[src/rtl/check_data_mc_if.sv]
// ----------------------------------------------------------------------------
// check_data_mc_if
// Stream bundle between the capture-memory test harness and the checker.
//
// Handshake: in_valid qualifies data_in and data_out in the cycle it is high.
// There is no ready, because the checker always accepts. start is a
// single-cycle pulse that does not depend on in_valid.
//
// Signals:
//   start     - single-cycle pulse that clears the results and arms the checker
//   in_valid  - data_in/data_out are meaningful this cycle
//   data_in   - memory input stream, channel c at [c*DATA_WIDTH +: DATA_WIDTH]
//   data_out  - memory output stream, same packing
// Modports: master drives the stream, slave (the checker) observes it.
// ----------------------------------------------------------------------------
interface check_data_mc_if #(
    parameter int DATA_WIDTH = 8,
    parameter int NUM_CH     = 2
);
    logic                         start;
    logic                         in_valid;
    logic [NUM_CH*DATA_WIDTH-1:0] data_in;
    logic [NUM_CH*DATA_WIDTH-1:0] data_out;

    modport master (output start, output in_valid, output data_in, output data_out);
    modport slave  (input  start, input  in_valid, input  data_in, input  data_out);
endinterface

[src/rtl/check_data_mc.sv]
// ----------------------------------------------------------------------------
// check_data_mc
// Multi-channel circular-buffer read/write checker. After a start pulse it
// counts valid samples. Once the holdoff and buffer-fill latency have passed,
// it compares each channel of the memory output against the memory input for
// a window of MEMORY_SIZE samples.
//
// Ports:
//   clk, rst_n       - clock; asynchronous active-low reset
//   bus (slave)      - start / in_valid / data_in / data_out
//   busy             - checker armed (WAIT or CHECK)
//   done             - window complete; held until the next start
//   test_failed      - sticky: any mismatch since the last start
//   fail_mask        - sticky per-channel mismatch flags
//   error_count      - failing channel-samples, saturating
//   first_err_index  - sample index of the first mismatch (0 = none)
//   dbg_state        - current FSM state encoding
//
// Optional feature (macro CHECK_DATA_MC_CAPTURE_EN):
//   first_err_channel  - lowest failing channel at the first error
//   first_err_expected - value data_out should have held (data_in - OFFSET)
//   first_err_actual   - value data_out actually held
// ----------------------------------------------------------------------------
module check_data_mc #(
    parameter int DATA_WIDTH      = 8,
    parameter int NUM_CH          = 2,
    parameter int MEMORY_SIZE     = 16,
    parameter int ALIGNMENT_DELAY = 2,
    parameter int USER_HOLDOFF    = 4,
    parameter int CNT_WIDTH       = 16,
    localparam int CH_W           = (NUM_CH > 1) ? $clog2(NUM_CH) : 1
) (
    input  logic                  clk,
    input  logic                  rst_n,
    check_data_mc_if.slave        bus,
    output logic                  busy,
    output logic                  done,
    output logic                  test_failed,
    output logic [NUM_CH-1:0]     fail_mask,
    output logic [CNT_WIDTH-1:0]  error_count,
    output logic [CNT_WIDTH-1:0]  first_err_index,
`ifdef CHECK_DATA_MC_CAPTURE_EN
    output logic [CH_W-1:0]       first_err_channel,
    output logic [DATA_WIDTH-1:0] first_err_expected,
    output logic [DATA_WIDTH-1:0] first_err_actual,
`endif
    output logic [1:0]            dbg_state
);

    localparam int OFFSET = MEMORY_SIZE + ALIGNMENT_DELAY + 1;
    localparam int WIN_LO = USER_HOLDOFF + OFFSET;
    localparam int WIN_HI = WIN_LO + MEMORY_SIZE;

    localparam logic [DATA_WIDTH-1:0] OFF_D   = DATA_WIDTH'(OFFSET);
    localparam logic [CNT_WIDTH-1:0]  WIN_LO_C = CNT_WIDTH'(WIN_LO);
    localparam logic [CNT_WIDTH-1:0]  WIN_HI_C = CNT_WIDTH'(WIN_HI);
    localparam logic [CNT_WIDTH-1:0]  CNT_ONE  = 1;
    localparam logic [CNT_WIDTH:0]    SUM_ONE  = 1;

    // The sample counter has to reach WIN_HI without saturating.
    if (CNT_WIDTH <= $clog2(WIN_HI + 1)) begin : g_cnt_width_check
        $error("check_data_mc: CNT_WIDTH too small for WIN_HI");
    end

    typedef enum logic [1:0] {
        S_IDLE  = 2'd0,
        S_WAIT  = 2'd1,
        S_CHECK = 2'd2,
        S_DONE  = 2'd3
    } state_t;

    state_t                 state_q, state_d;
    logic [CNT_WIDTH-1:0]   n_q, n_d;
    logic                   test_failed_q, test_failed_d;
    logic [NUM_CH-1:0]      fail_mask_q, fail_mask_d;
    logic [CNT_WIDTH-1:0]   error_count_q, error_count_d;
    logic [CNT_WIDTH-1:0]   first_err_index_q, first_err_index_d;

    logic [NUM_CH-1:0]      mismatch;
    logic [CNT_WIDTH-1:0]   n_inc;
    logic [CNT_WIDTH:0]     err_sum;

`ifdef CHECK_DATA_MC_CAPTURE_EN
    logic [CH_W-1:0]        first_err_channel_q, first_err_channel_d;
    logic [DATA_WIDTH-1:0]  first_err_expected_q, first_err_expected_d;
    logic [DATA_WIDTH-1:0]  first_err_actual_q, first_err_actual_d;
    logic [CH_W-1:0]        low_ch;
    logic [DATA_WIDTH-1:0]  low_exp;
    logic [DATA_WIDTH-1:0]  low_act;
`endif

    always_comb begin
        state_d           = state_q;
        n_d               = n_q;
        test_failed_d     = test_failed_q;
        fail_mask_d       = fail_mask_q;
        error_count_d     = error_count_q;
        first_err_index_d = first_err_index_q;
`ifdef CHECK_DATA_MC_CAPTURE_EN
        first_err_channel_d  = first_err_channel_q;
        first_err_expected_d = first_err_expected_q;
        first_err_actual_d   = first_err_actual_q;
        low_ch  = '0;
        low_exp = '0;
        low_act = '0;
`endif

        // The addition is truncated to DATA_WIDTH, so counter patterns that
        // wrap past all-ones still compare correctly.
        mismatch = '0;
        for (int c = 0; c < NUM_CH; c++) begin
            mismatch[c] = (bus.data_out[c*DATA_WIDTH +: DATA_WIDTH] + OFF_D)
                          != bus.data_in[c*DATA_WIDTH +: DATA_WIDTH];
        end

`ifdef CHECK_DATA_MC_CAPTURE_EN
        // Scan from the top down so the lowest failing channel wins.
        for (int c = NUM_CH - 1; c >= 0; c--) begin
            if (mismatch[c]) begin
                low_ch  = CH_W'(c);
                low_exp = bus.data_in[c*DATA_WIDTH +: DATA_WIDTH] - OFF_D;
                low_act = bus.data_out[c*DATA_WIDTH +: DATA_WIDTH];
            end
        end
`endif

        n_inc = (n_q == '1) ? n_q : n_q + CNT_ONE;

        // The sum is one bit wider than the counter, so overflow shows up
        // in the top bit and can be clamped to all-ones.
        err_sum = {1'b0, error_count_q};
        for (int c = 0; c < NUM_CH; c++) begin
            if (mismatch[c]) err_sum = err_sum + SUM_ONE;
        end

        case (state_q)
            S_WAIT: begin
                if (bus.in_valid) begin
                    n_d = n_inc;
                    if (n_inc == WIN_LO_C) state_d = S_CHECK;
                end
            end
            S_CHECK: begin
                if (bus.in_valid) begin
                    n_d = n_inc;
                    if (n_inc > WIN_LO_C && n_inc <= WIN_HI_C && |mismatch) begin
                        test_failed_d = 1'b1;
                        fail_mask_d   = fail_mask_q | mismatch;
                        error_count_d = err_sum[CNT_WIDTH] ? '1 : err_sum[CNT_WIDTH-1:0];
                        if (first_err_index_q == '0) begin
                            first_err_index_d = n_inc;
`ifdef CHECK_DATA_MC_CAPTURE_EN
                            first_err_channel_d  = low_ch;
                            first_err_expected_d = low_exp;
                            first_err_actual_d   = low_act;
`endif
                        end
                    end
                    if (n_inc == WIN_HI_C) state_d = S_DONE;
                end
            end
            default: ;  // IDLE and DONE ignore data
        endcase

        // start overrides everything, including the last window sample.
        if (bus.start) begin
            state_d           = S_WAIT;
            n_d               = '0;
            test_failed_d     = 1'b0;
            fail_mask_d       = '0;
            error_count_d     = '0;
            first_err_index_d = '0;
`ifdef CHECK_DATA_MC_CAPTURE_EN
            first_err_channel_d  = '0;
            first_err_expected_d = '0;
            first_err_actual_d   = '0;
`endif
        end
    end

    always_ff @(posedge clk or negedge rst_n) begin
        if (!rst_n) begin
            state_q           <= S_IDLE;
            n_q               <= '0;
            test_failed_q     <= 1'b0;
            fail_mask_q       <= '0;
            error_count_q     <= '0;
            first_err_index_q <= '0;
`ifdef CHECK_DATA_MC_CAPTURE_EN
            first_err_channel_q  <= '0;
            first_err_expected_q <= '0;
            first_err_actual_q   <= '0;
`endif
        end else begin
            state_q           <= state_d;
            n_q               <= n_d;
            test_failed_q     <= test_failed_d;
            fail_mask_q       <= fail_mask_d;
            error_count_q     <= error_count_d;
            first_err_index_q <= first_err_index_d;
`ifdef CHECK_DATA_MC_CAPTURE_EN
            first_err_channel_q  <= first_err_channel_d;
            first_err_expected_q <= first_err_expected_d;
            first_err_actual_q   <= first_err_actual_d;
`endif
        end
    end

    assign busy            = (state_q == S_WAIT) || (state_q == S_CHECK);
    assign done            = (state_q == S_DONE);
    assign test_failed     = test_failed_q;
    assign fail_mask       = fail_mask_q;
    assign error_count     = error_count_q;
    assign first_err_index = first_err_index_q;
    assign dbg_state       = state_q;
`ifdef CHECK_DATA_MC_CAPTURE_EN
    assign first_err_channel  = first_err_channel_q;
    assign first_err_expected = first_err_expected_q;
    assign first_err_actual   = first_err_actual_q;
`endif

endmodule

[src/flat_wrapper.sv]
// flat-port wrapper written by rule: the top's interface ports become plain ports
module check_data_mc_flat 
#(
    parameter int DATA_WIDTH      = 8,
    parameter int NUM_CH          = 2,
    parameter int MEMORY_SIZE     = 16,
    parameter int ALIGNMENT_DELAY = 2,
    parameter int USER_HOLDOFF    = 4,
    parameter int CNT_WIDTH       = 16,
    localparam int CH_W           = (NUM_CH > 1) ? $clog2(NUM_CH) : 1
)
  (clk, rst_n, busy, done, test_failed, fail_mask, error_count, first_err_index, dbg_state, bus_start, bus_in_valid, bus_data_in, bus_data_out);
  check_data_mc_if #(.DATA_WIDTH(DATA_WIDTH), .NUM_CH(NUM_CH)) bus_i ();
  input  logic clk;
  input  logic rst_n;
  output logic busy;
  output logic done;
  output logic test_failed;
  output logic [NUM_CH-1:0] fail_mask;
  output logic [CNT_WIDTH-1:0] error_count;
  output logic [CNT_WIDTH-1:0] first_err_index;
  output logic [1:0] dbg_state;
  input wire logic [$bits(bus_i.start)-1:0] bus_start;
  input wire logic [$bits(bus_i.in_valid)-1:0] bus_in_valid;
  input wire logic [$bits(bus_i.data_in)-1:0] bus_data_in;
  input wire logic [$bits(bus_i.data_out)-1:0] bus_data_out;
  assign bus_i.start = bus_start;
  assign bus_i.in_valid = bus_in_valid;
  assign bus_i.data_in = bus_data_in;
  assign bus_i.data_out = bus_data_out;
  check_data_mc #(.DATA_WIDTH(DATA_WIDTH), .NUM_CH(NUM_CH), .MEMORY_SIZE(MEMORY_SIZE), .ALIGNMENT_DELAY(ALIGNMENT_DELAY), .USER_HOLDOFF(USER_HOLDOFF), .CNT_WIDTH(CNT_WIDTH)) u_core (.clk(clk), .rst_n(rst_n), .bus(bus_i), .busy(busy), .done(done), .test_failed(test_failed), .fail_mask(fail_mask), .error_count(error_count), .first_err_index(first_err_index), .dbg_state(dbg_state));
endmodule
[config.mk]
export PLATFORM = sky130hd
export DESIGN_NAME = check_data_mc_flat
export DESIGN_NICKNAME = d
export VERILOG_FILES = /design/src/rtl/check_data_mc_if.sv /design/src/rtl/check_data_mc.sv /design/src/flat_wrapper.sv
export SDC_FILE = /design/constraint.sdc
export NUM_CORES = 1
export LEC_CHECK = 0
export BUFFER_PORTS_ARGS = -buffer_cell sky130_fd_sc_hd__buf_2
export CAP_MARGIN = 15
export CORE_MARGIN = 5
export CORE_UTILIZATION = 52
export CTS_CLUSTER_DIAMETER = 40
export CTS_CLUSTER_SIZE = 8
export DETAILED_ROUTE_END_ITERATION = 8
export GPL_TIMING_DRIVEN = 0
export PLACE_DENSITY_LB_ADDON = 0.08
export SYNTH_ARGS = -nofsm -noshare
export SYNTH_HDL_FRONTEND = slang
export SYNTH_SLANG_ARGS = --single-unit
export TNS_END_PERCENT = 100
[constraint.sdc]
create_clock -name clk -period 3.25 [get_ports clk]
set_clock_uncertainty 0.2 [all_clocks]
set_input_delay 0.4875 -clock clk [delete_from_list [all_inputs] [get_ports clk]]
set_output_delay 0.4875 -clock clk [all_outputs]
set_load 0.05 [all_outputs]
==> summary.md, run 1 <==
| Metric | Value |
|---|---|
| Syn Nets | 562 |
| Fin crit period | 3.22 ns |
| Fill count | 677 |
| CP Class | in2reg |
| Post-layout util | 67.8% |
| First-pass GRT wire length | 20.5 mm |
| Clock sinks | 53 |
| WL final | 12.9 mm |
| Synthesized area | 4240 um2 |
| Design Area, Final | 5490 um2 |
| Synth Instances | 519 |
| Synth top area share | 31.3% |
| Detailed Place HPWL | 9.17 mm |
| Placer congestion estimate | 0.943 |
| Flops & latches, synth | 53 |
| HP Class | reg2reg |
| Number of global-route vias before repair | 4260 |
| Post-synthesis sequential area ratio | 31.3% |
| Starting density of the core | 52.4% |
| Vias per cell | 6.13 |
| Hold Fails Final Rpt | 0 |
| Nets@finish | 663 |
| Cell leakage power | 2.41 nW |
| Fraction of layout cells with a size suffix above 1 | 30.3% |
| Cts bufs inserted | 5 |
| Multi-input logic area | 3110 um2 |
| FP Rows | 33 |
| H-Tree Depth | 2 |
| Synth area leader | dfrtp_1 |
| Worst slew pin tran | 0.702 ns |
| Peak supply drop | 0.259 mV |
| Worst EP required | 3.30 ns |
| Io pins | 75 |
| Max clock buf depth | 2 |
| GRT Residual Overflow | 0 |
| Total iterations of the first detailed-routing run | 5 |
| Vias after detailed routing | 4453 |
| CP Launch Point | bus_data_out[0] |
| CTS tree | done |
| Synth top area cells | dfrtp_1 31%, nor2_1 4.9%, xnor2_1 3.9% |
| Gr usage total | 24.8% |
| Yosys warns | 0 |
| Die H | 100 um |
| Clk slew on worst S/H paths | 0.12 ns |
| Diode count | 0 |
| Ys flop type | dfrtp_1 |
| Port bufs | 74 |
| Number of synthesized flops with an enable pin | 0 |
| Drt drc | 0 |
| Reg area | 1340 um2 |
| Most frequent cells after synthesis | 55 x nor2_1, 53 x dfrtp_1, 43 x nand2_1 |
| Max cap viols | 0 |
| Initial antenna violation count | 0 |
| ANT nets after route | 0 |
| Clk Latency, worst-skew pair | 0.33 ns |
| Largest net degree at the start of global routing | 36 |
| Final period utilization | 99.1% |
| Hold path startpoint | u_core.test_failed |
| Drt first-iter violations | 238 |
| Status | finished, final reports clean |
| Crit-path max FO | 7 |
| Worst setup SP type | primary input |
| Final setup fails | 0 |
| Max Slew Vio Count | 0 |
| Core area | 8090 um2 |
| Async set-reset flop share out of synthesis | 100% |
| Unique masters post-synth | 78 |
| CP Capture Type | flop |
| Syn_area_per_cell | 8.16 um2 |
| CTS root buf | clkbuf_8 |
| Area Growth Syn to Fin | 29.6% |
| PwrDens | 249 nW/um2 |
| Max Clk Rate | 310 MHz |
| RSZ-0062 raised after global routing | true |
| Crit path DAT | 3.27 ns |
| Worst reg2reg path startpoint | u_core.n_q[12] |
| Post-DP Area | 4810 um2 |
| DIE AREA | 10100 um2 |
| Drt wl/cell | 17.8 um |
| DIE WIDTH | 100 um |
| Most frequent cell after synthesis | nor2_1 |
| Slew HR | 53.2% |
per-stage QoR:
| step | total power [mW] | TNS (ns) | hold slack (ns) | std cells | worst slack [ns] |
|---|---|---|---|---|---|
| finish | 1.37 | 0 | 0.311 | 726 | 0.0293 |
| global route | 1.43 | -0.448 | 0.329 | 726 | -0.0618 |
| CTS | 1.35 | -0.170 | 0.318 | 714 | -0.0379 |
| detailed placement | 0.915 | -19.37 | 0.281 | 699 | -0.701 |
| global placement | 0.905 | -17.00 | 0.284 | 698 | -0.614 |
| floorplan | 0.829 | -0.0173 | -0.00809 | 519 | -0.00769 |
worst paths after layout:
check,slack (ns),end,cells after the start
max,0.03,u_core.error_count[7],13
max in group asynchronous,1.83,u_core.n_q[8],3
min reg2reg,0.31,u_core.test_failed,2
min in group asynchronous,0.43,u_core.error_count[15],2
max reg2reg,0.08,u_core.error_count[12],11
min,0.31,u_core.test_failed,2
logic make-up after synthesis:
family	share of synthesized area, %
flip-flops	31.3
buffers and inverters	4.16
XOR/XNOR	7.65
AO/OA/AOI/OAI	21.5
AND/OR/NAND/NOR	30.7
adder cells (fa/ha/maj)	2.07
multiplexers	2.66
layout by cell type (no fill, tap or decap), types with 9 or more instances in the layout:
| master | synthesis | layout |
|---|---|---|
| buf_2 | 3 | 73 |
| nor2_1 | 55 | 50 |
| dfrtp_1 | 53 | 46 |
| nand2_1 | 43 | 40 |
| a21oi_1 | 33 | 32 |
| o21ai_0 | 25 | 23 |
| inv_1 | 22 | 20 |
| buf_4 | 1 | 19 |
| xnor2_1 | 19 | 19 |
| nand3_1 | 23 | 19 |
| xor2_1 | 18 | 18 |
| and2_1 | 14 | 14 |
| nor3_1 | 17 | 13 |
| a31oi_1 | 12 | 11 |
| nor2b_1 | 9 | 9 |
| and3_1 | 9 | 9 |
worst max-delay path: stages:
cell	delay (ns)
buf_8	0.08
inv_4	0.03
ha_4	0.16
and4b_1	0.31
nor3_4	0.06
nor4b_4	0.43
nand3_2	0.18
mux2i_4	0.23
or3_1	0.38
buf_6	0.16
o31a_1	0.40
and4_1	0.24
nor3_2	0.11
sequential cells by signal, summed over array words and instances (netlist names):
signal and flops:
u_core.first_err_index 16, u_core.fail_mask 2, u_core.test_failed 1, u_core.n_q 16, u_core.dbg_state 2, u_core.error_count 16
area by class of cell:
type	instances	share of cell area (%)
Inverter	22	1.60
Tap cell	105	2.39
Multi-Input combinational cell	423	56.7
Sequential cell	53	24.3
Clock buffer	5	1.25
Clock inverter	3	0.524
Buffer	17	2.01
Timing Repair Buffer	98	11.2
report_power, final:
part           total, mW  internal, mW  switching [mW]
logic              0.259         0.105           0.155
registers          0.675         0.666         0.00961
clock network      0.434         0.164           0.271
per-layer routing:
metal / GRT usage (%) / share of wire (%) / wire (um)
met5: 0 / 0 / 0
met4: 8.50 / 2.5 / 325
met3: 2.92 / 5.2 / 671
met2: 45.1 / 52 / 6690
met1: 30.2 / 41 / 5240
what timing repair did:
action,CTS,global route
endpoints found under the setup margin,37,37
gates cloned,0,1
resized for setup,31,61
hold buffers,1,0
buffers inserted,9,13
hold endpoints to repair,18,0
pin swaps,11,14
(Power assumes the default switching activity.)
==> inputs of run 2 (changes only) <==
--- a/config.mk
+++ b/config.mk
@@ -12,7 +12,6 @@
 export CTS_CLUSTER_DIAMETER = 40
 export CTS_CLUSTER_SIZE = 8
 export DETAILED_ROUTE_END_ITERATION = 8
-export GPL_TIMING_DRIVEN = 0
 export PLACE_DENSITY_LB_ADDON = 0.08
 export SYNTH_ARGS = -nofsm -noshare
 export SYNTH_HDL_FRONTEND = slang
==> run 2 against run 1 <==
The flow now finishes with violations (negative setup slack). Non-clock buffer count increased by 43. Critical path depth grew 2. Worst hold slack worse by 0.18 ns. Combinational power increased by 3%. Final cell count up 5.9%. Sequential share of layout area down 0.88 points.
==> summary.md, run 2 (synthesized netlist as in run 1, its figures left out) <==
| Metric | Value |
|---|---|
| Io pins | 75 |
| GRT Residual Overflow | 0 |
| Die H | 100 um |
| Status | finished with violations |
| Detailed Place HPWL | 9.60 mm |
| Drt first-iter violations | 225 |
| Area Growth Syn to Fin | 34.1% |
| Initial antenna violation count | 0 |
| Post-DP Area | 5190 um2 |
| Drt drc | 0 |
| Multi-input logic area | 2990 um2 |
| H-Tree Depth | 2 |
| Max clock buf depth | 2 |
| Worst reg2reg path startpoint | u_core.n_q[6] |
| Port bufs | 74 |
| Worst setup SP type | primary input |
| Clock sinks | 53 |
| Crit path largest cell delay | 0.48 ns |
| CP Capture Type | flop |
| CTS tree | done |
| Crit path max-delay family | simple AND/OR/NAND/NOR gates |
| Final setup fails | 2 |
| Slew HR | 33.0% |
| Core area | 8090 um2 |
| Vias after detailed routing | 4613 |
| Final worst setup slack | -0.0488 ns |
| PwrDens | 235 nW/um2 |
| Cts bufs inserted | 5 |
| Starting density of the core | 52.4% |
| Register-to-Register Setup Slack | 0.08 ns |
| Max Clk Rate | 303 MHz |
| WL final | 13.1 mm |
| Largest net degree at the start of global routing | 43 |
| Fill count | 665 |
| Critical path buffers and inverters | 5 |
| Placer congestion estimate | 1.03 |
| Most common cell after layout, fill and taps aside | buf_4 |
| Final period utilization | 102% |
| Max Slew Vio Count | 0 |
| Crit-path max FO | 8 |
| Diode count | 0 |
| CTS root buf | clkbuf_8 |
| Commonest cells after routing, fill and taps aside | 80 x buf_4, 72 x buf_2, 53 x nor2_1 |
| Fin crit period | 3.30 ns |
| HP Class | in2async |
| CP Class | in2reg |
| Clk slew on worst S/H paths | 0.10 ns |
| FF-to-FF End | u_core.error_count[0] |
| Clk Latency, worst-skew pair | 0.31 ns |
| First-pass GRT wire length | 20.5 mm |
| DIE WIDTH | 100 um |
| Max cap viols | 0 |
| FP Rows | 33 |
| Reg area | 1330 um2 |
| Most frequent CP cell | buf_6 |
| DIE AREA | 10100 um2 |
| Peak supply drop | 0.223 mV |
| Total iterations of the first detailed-routing run | 7 |
| ANT nets after route | 0 |
| Reg2reg path depth | 9 |
| CP Cell Sequence | buf_8 -> inv_4 -> ha_4 -> and4b_2 -> o21ai_2 -> nor4b_4 -> buf_4 -> buf_6 -> a311o_1 -> o2bb2ai_4 -> or3_4 -> buf_6 -> o41ai_4 -> mux2i_1 -> a21oi_1 |
| Cell leakage power | 2.63 nW |
| Crit path DAT | 3.29 ns |
| Fraction of layout cells with a size suffix above 1 | 34.6% |
| Vias per cell | 6.00 |
| Worst EP required | 3.24 ns |
| Failing checks | negative setup slack |
| Gr usage total | 25.0% |
| Design Area, Final | 5680 um2 |
| Number of global-route vias before repair | 4272 |
| Worst hold margin | 0.135 ns |
| Worst slew pin tran | 1.01 ns |
| RSZ-0062 raised after global routing | true |
| Slowest-stage cell, CP | or3_4 |
| Drt wl/cell | 17.0 um |
| Post-CTS Hold Buffers | 0 |
| Hold Fails Final Rpt | 0 |
| Nets@finish | 706 |
[run 2: cell count changes in the layout (fill, tap and decap cells not counted), sizes merged]
| cell | before | now |
|---|---|---|
| buf | 103 | 157 |
| clkbuf | 16 | 6 |
| clkinv | 0 | 3 |
| inv | 25 | 22 |
| dlygate4sd3 | 1 | 0 |
[run 2: final cells by class]
| cell class | count | area share, % |
|---|---|---|
| Inverter | 22 | 1.50 |
| Timing Repair Buffer | 158 | 18.6 |
| Multi-Input combinational cell | 423 | 52.6 |
| Clock inverter | 3 | 0.397 |
| Clock buffer | 5 | 1.21 |
| Sequential cell | 53 | 23.4 |
| Tap cell | 105 | 2.31 |
[run 2: what timing repair did]
item                                    in CTS  in global routing
pin swaps                                    0                 21
endpoints found under the setup margin       3                 33
endpoints found under the hold margin        0                  0
setup buffers                                0                 19
cloned                                       0                  1
gates resized for setup                      2                 49
[run 2: worst register-to-register path: stages (launching register included)]
cell,delay [ns]
dfrtp_1,0.40
nand4_1,0.17
or4_4,0.56
mux2i_2,0.22
o2111ai_2,0.18
a2111oi_4,0.49
buf_4,0.21
and4b_2,0.31
a31oi_4,0.10
o221a_1,0.22
[run 2: per-stage QoR]
stage          setup TNS (ns)  util (%)  instances  setup slack (ns)  power (mW)
2_1_floorplan         -0.0173         -        519          -0.00769       0.829
3_3_place_gp            -2.17      64.1        741            -0.205       0.921
4_1_cts                     0      65.4        749            0.0238        1.32
3_5_place_dp            -4.14      64.1        741            -0.358       0.929
6_report              -0.0518      70.2        769           -0.0488        1.33
5_1_grt                 -1.20      70.2        769            -0.185        1.40
[run 2: how the worst max path moves through the flow]
stage | from | end | slack (ns) | cells after the start
floorplan | bus_data_out[1] | u_core.error_count[1] | -0.008 | 12
global placement | bus_data_out[1] | u_core.error_count[7] | -0.20 | 12
detailed placement | bus_data_out[1] | u_core.error_count[1] | -0.36 | 12
CTS | u_core.n_q[1] | u_core.error_count[12] | 0.02 | 11
global route | bus_data_out[6] | u_core.error_count[13] | -0.18 | 13
finish | bus_data_out[1] | u_core.error_count[13] | -0.05 | 15
[run 2: report_power, final]
part	total, mW	switching [mW]	internal [mW]	leakage (nW)
clock	0.390	0.236	0.154	0.0481
combinational	0.267	0.153	0.114	1.86
sequential	0.675	0.00859	0.666	0.728
[run 2: layer usage]
layer / GRT usage [%] / up-vias / routed length [um]
li1: - / 2206 / -
met1: 30.3 / 2200 / 5100
met2: 45.0 / 168 / 6730
met3: 3.34 / 39 / 855
met4: 9.22 / 0 / 399
met5: 0 / - / 0
